$ cat config.mk
export PLATFORM = sky130hd
export DESIGN_NAME = fifo_wr_arbiter
export DESIGN_NICKNAME = d
export VERILOG_FILES = /design/src/rtl/fifo_arb_pkg.sv /design/src/rtl/fifo_wr_arbiter_rr_pick.sv /design/src/rtl/fifo_wr_arbiter.sv
export SDC_FILE = /design/constraint.sdc
export NUM_CORES = 1
export LEC_CHECK = 0
export CORE_UTILIZATION = 42
export CTS_BUF_LIST = sky130_fd_sc_hd__clkbuf_8
export CTS_CLUSTER_DIAMETER = 30
export DETAILED_ROUTE_END_ITERATION = 6
export PLACE_DENSITY = 0.79
export SLEW_MARGIN = 20
export SYNTH_ARGS = -nofsm -noshare
export SYNTH_HDL_FRONTEND = slang
export SYNTH_SLANG_ARGS = --single-unit
$ cat constraint.sdc
create_clock -name CLK -period 2.87 [get_ports CLK]
set_clock_uncertainty 0.1 [all_clocks]
set_input_delay 0.287 -clock CLK [delete_from_list [all_inputs] [get_ports CLK]]
set_output_delay 0.287 -clock CLK [all_outputs]
set_load 0.05 [all_outputs]
$ cat src/rtl/fifo_arb_pkg.sv
// Shared definitions for the FIFO write-port arbiter: FSM state encoding and
// the default geometry of the synchronous FIFO the arbiter feeds.
package fifo_arb_pkg;

    localparam logic ST_IDLE = 1'b0;
    localparam logic ST_XFER = 1'b1;

    typedef enum logic {
        IDLE = ST_IDLE,
        XFER = ST_XFER
    } arb_state_e;

    localparam int FIFO_DW    = 8;
    localparam int FIFO_DEPTH = 16;

    // Width of an index able to address n requesters (at least one bit).
    function automatic int idx_width(input int n);
        return (n > 1) ? $clog2(n) : 1;
    endfunction

endpackage

$ cat src/rtl/fifo_wr_arbiter_rr_pick.sv
// Combinational round-robin selector: first asserted request at or after ptr,
// wrapping modulo NREQ, returned as a one-hot vector.
module rr_pick
    import fifo_arb_pkg::*;
#(
    parameter  int NREQ = 4,
    localparam int PW   = idx_width(NREQ)
) (
    input  logic [NREQ-1:0] req,
    input  logic [PW-1:0]   ptr,
    output logic [NREQ-1:0] sel,
    output logic            valid
);

    logic          found;
    logic [PW-1:0] idx;

    always_comb begin
        sel   = '0;
        found = 1'b0;
        idx   = '0;
        for (int k = 0; k < NREQ; k++) begin
            idx = PW'((int'(ptr) + k) % NREQ);
            if (!found && req[idx]) begin
                sel[idx] = 1'b1;
                found    = 1'b1;
            end
        end
    end

    assign valid = |req;

endmodule

$ cat src/rtl/fifo_wr_arbiter.sv
// Round-robin arbiter sharing one synchronous FIFO write port among NREQ
// producers; a grant lasts until last, MAX_BURST beats, or the owner drops req.
module fifo_wr_arbiter
    import fifo_arb_pkg::*;
#(
    parameter int NREQ      = 4,
    parameter int DW        = FIFO_DW,
    parameter int MAX_BURST = 8
) (
    input  logic               CLK,
    input  logic               RSTn,
    input  logic [NREQ-1:0]    req,
    input  logic [NREQ-1:0]    last,
    input  logic [NREQ*DW-1:0] wdata,
    output logic [NREQ-1:0]    ack,
    output logic [NREQ-1:0]    gnt,
    input  logic               fifo_full,
    output logic               fifo_write,
    output logic [DW-1:0]      fifo_wdata,
    output logic               busy
);

    localparam int PW = idx_width(NREQ);
    localparam int CW = $clog2(MAX_BURST + 1);

    arb_state_e      state_q, state_d;
    logic [NREQ-1:0] gnt_q, gnt_d;
    logic [PW-1:0]   ptr_q, ptr_d;
    logic [CW-1:0]   cnt_q, cnt_d;

    logic [NREQ-1:0] pick_sel;
    logic            pick_valid;

    logic [PW-1:0]   own_idx;
    logic            own_req;
    logic            own_last;
    logic [DW-1:0]   own_data;
    logic            beat;
    logic            release_now;

    rr_pick #(
        .NREQ (NREQ)
    ) u_pick (
        .req   (req),
        .ptr   (ptr_q),
        .sel   (pick_sel),
        .valid (pick_valid)
    );

    // The owner's lane is selected by the registered one-hot grant.
    always_comb begin
        own_idx  = '0;
        own_req  = 1'b0;
        own_last = 1'b0;
        own_data = '0;
        for (int i = 0; i < NREQ; i++) begin
            if (gnt_q[i]) begin
                own_idx  = PW'(i);
                own_req  = req[i];
                own_last = last[i];
                own_data = wdata[i*DW +: DW];
            end
        end
    end

    assign beat        = (state_q == XFER) && own_req && !fifo_full;
    assign release_now = (state_q == XFER) &&
                         (!own_req || (beat && (own_last || cnt_q == CW'(MAX_BURST - 1))));

    assign ack        = beat ? gnt_q : '0;
    assign fifo_write = beat;
    assign fifo_wdata = beat ? own_data : '0;
    assign gnt        = gnt_q;
    assign busy       = (state_q == XFER);

    always_comb begin
        state_d = state_q;
        gnt_d   = gnt_q;
        ptr_d   = ptr_q;
        cnt_d   = cnt_q;
        unique case (state_q)
            IDLE: begin
                if (pick_valid) begin
                    gnt_d   = pick_sel;
                    state_d = XFER;
                end
            end
            XFER: begin
                if (release_now) begin
                    gnt_d   = '0;
                    cnt_d   = '0;
                    ptr_d   = (own_idx == PW'(NREQ - 1)) ? '0 : own_idx + PW'(1);
                    state_d = IDLE;
                end else if (beat) begin
                    cnt_d = cnt_q + CW'(1);
                end
            end
            default: begin
                state_d = IDLE;
                gnt_d   = '0;
                cnt_d   = '0;
            end
        endcase
    end

    always_ff @(posedge CLK or negedge RSTn) begin
        if (!RSTn) begin
            state_q <= IDLE;
            gnt_q   <= '0;
            ptr_q   <= '0;
            cnt_q   <= '0;
        end else begin
            state_q <= state_d;
            gnt_q   <= gnt_d;
            ptr_q   <= ptr_d;
            cnt_q   <= cnt_d;
        end
    end

    a_gnt_onehot : assert property (@(posedge CLK) disable iff (!RSTn) $onehot0(gnt_q));
    a_no_ovf     : assert property (@(posedge CLK) disable iff (!RSTn) !(fifo_write && fifo_full));
    a_idle_nognt : assert property (@(posedge CLK) disable iff (!RSTn) (state_q == IDLE) |-> (gnt_q == '0));

endmodule

==> impl_metrics.json <==
{
  "period_needed_ns": 2.52,
  "synth-edff-count": 0,
  "grt_pass1_wl_um": 6720,
  "dp.cells": 245,
  "cpLargestDelayFamily": "buffers and inverters",
  "htreeDepth": 1,
  "core_um2": 2760,
  "start_util_pct": 44.5,
  "cts_tree": "done",
  "crit_chain": "clkdlybuf4s50_1, inv_1, a221oi_2, o21ai_2, inv_2, and2_1, buf_4",
  "final_area_um2": 1910,
  "status": "finished clean",
  "rsz0062_at_grt": "no",
  "grt_max_degree": 20,
  "num-fill-cells": 215,
  "cts_setup_buffers": 0,
  "drive_above_1_share_pct": 16.5,
  "fin_setup_tns_ns": 0,
  "utilization_pct": 69.4,
  "period_share_pct": 87.7,
  "synth_fp_nets": 205,
  "fmax_ghz": 0.397,
  "cts_made_buffers": 3,
  "fin_ws_ns": 0.352,
  "syn_to_final_growth_pct": 56.1,
  "crit_path_max_fanout": 14,
  "yosysUniqueCellTypes": 41,
  "hp-class": "in2async",
  "cp.required_ns": 2.48,
  "whs_ns": 0.279,
  "place_area_um2": 1870,
  "synth_area_per_cell_um2": 7.91,
  "setup_viol": 0,
  "power.density_nw_per_um2": 899,
  "p_total_mw": 1.72,
  "drv_slew": 0,
  "rows": 19,
  "final_cells": 249,
  "ys.flop_type": "dfrtp_1",
  "path_clk_slew_ns": 0.05,
  "ys_seq_area_share_pct": 22.4,
  "async_flop_share_pct": 100,
  "slowest_delay_ns": 0.59,
  "clockBufferDepth": 2,
  "crit_cells": 7,
  "design.final.nets": 269,
  "pre_cts_ws_ns": 0.0840,
  "cpMaxStageDelayCell": "clkdlybuf4s50_1",
  "leakage_nw": 0.797,
  "die_x_um": 56.0,
  "avgRoutedWirePerCell_um": 16.0,
  "synth_area_leaders": "dfrtp_1, nor2_1, a221oi_1",
  "diodes": 0,
  "vias_per_cell": 5.82,
  "relSlewSlack_pct": 56.3,
  "grt_overflow": 0,
  "reg2regPathDepth": 6,
  "yosysMostFrequentCell": "nor2_1",
  "start_kind": "primary input",
  "path_class": "in2out",
  "insertion_delay_ns": 0.24,
  "synth_seq_cells": 11,
  "hold_viol": 0,
  "synth_top_area_cell": "dfrtp_1",
  "yosysWarnings": 0,
  "place_hpwl_um": 3080,
  "cts_num_sinks": 11,
  "grt_usage_pct": 27.1,
  "syn_inst": 155,
  "first_pass_iters": 4,
  "synth_area_um2": 1230,
  "antenna_found_initial": 0,
  "grt_pass1_vias": 1432,
  "wl_um": 3990,
  "cts_root_buffer": "clkbuf_8",
  "ctsResizeCount": 0,
  "num_io_pins": 61,
  "num_vias": 1448,
  "die_h_um": 56.0,
  "path_buf_inv": 4,
  "drt-initial-drc-count": 94,
  "endpoint_kind": "primary output",
  "yosysTopAreaCellShare_pct": 22.4,
  "place.port_buffers": 60,
  "die_area_um2": 3140,
  "cp.arrival_ns": 2.13,
  "hold_buffers": 0,
  "maxCapViolations": 0,
  "peakVddDrop_mv": 0.653,
  "gp_congestion": 0.907,
  "synthTopCellsByCount": "nor2_1, a21oi_1, a221oi_1, dfrtp_1, nor3_1",
  "drcViolationCount": 0,
  "worst_pin_slew_ns": 0.656,
  "ant_nets": 0
}
-- path summary, 6_finish.rpt --
check | endpoint | slack, ns | startpoint
setup / recovery | ack[0] | 0.35 | req[2]
setup reg to reg | gnt[0] | 0.36 | ptr_q[1]
min in group CLK | cnt_q[1] | 0.47 | cnt_q[1]
hold / removal | busy | 0.28 | RSTn
max in group asynchronous | ptr_q[1] | 2.06 | RSTn
hold reg to reg | cnt_q[1] | 0.47 | cnt_q[1]
-- worst register-to-register path, delay by kind of cell (launching register included) --
kind,cells,cell delay (ns)
mux,1,0.58
fa+ha+maj,1,0.38
flops,1,0.47
compound gates,3,0.71
buf+inv,1,0.16
-- final cells by class --
type,instances,area (µm²),share of cell area (%)
multi-input cells,126,875,45.7
well taps,31,38.8,2.03
inverters,8,30.0,1.57
clock inverters,1,3.75,0.196
clock buffers,3,41.3,2.16
flip-flops and latches,11,275,14.4
repair buffers,69,651,34.0
-- routing by layer --
metal / vias up / wire (µm) / GRT usage, % / share of wire [%]
li1: 699 / - / - / -
met1: 671 / 1660 / 33.0 / 42
met2: 69 / 1950 / 47.3 / 49
met3: 9 / 265 / 3.26 / 6.6
met4: 0 / 114 / 12.9 / 2.9
met5: - / 0 / 0 / 0
-- state kept, by name, indices dropped and copies added (netlist names) --
register / flops
busy: 1
cnt_q: 4
gnt: 4
ptr_q: 2
-- cells in the final DEF, fill, tap and decap left out, drive strengths merged, types with 4 or more instances in the layout --
cell type / instances
clkdlybuf4s50: 48
nor2: 27
buf: 21
a21oi: 14
a221oi: 13
dfrtp: 11
nor3: 10
inv: 9
nand2: 7
ha: 7
and2: 5
nand3b: 4
o21ai: 4
-- kinds of logic after synthesis --
kind of cell / count (synthesis) / share of synthesized area [%]
muxes: 4 / 5.31
buffers and inverters: 18 / 6.53
adders and majority gates: 7 / 7.14
and+or+nand+nor: 63 / 25.0
DFF: 11 / 22.4
xor gates and xnor gates: 2 / 1.43
AOI/OAI and AO/OA: 50 / 32.1
-- report_power, final --
part	switching (mW)	internal, mW	total (mW)
Combinational	0.768	0.513	1.28
Clock	0.0598	0.0940	0.154
Sequential	0.0754	0.211	0.286
(Power assumes the default switching activity.)
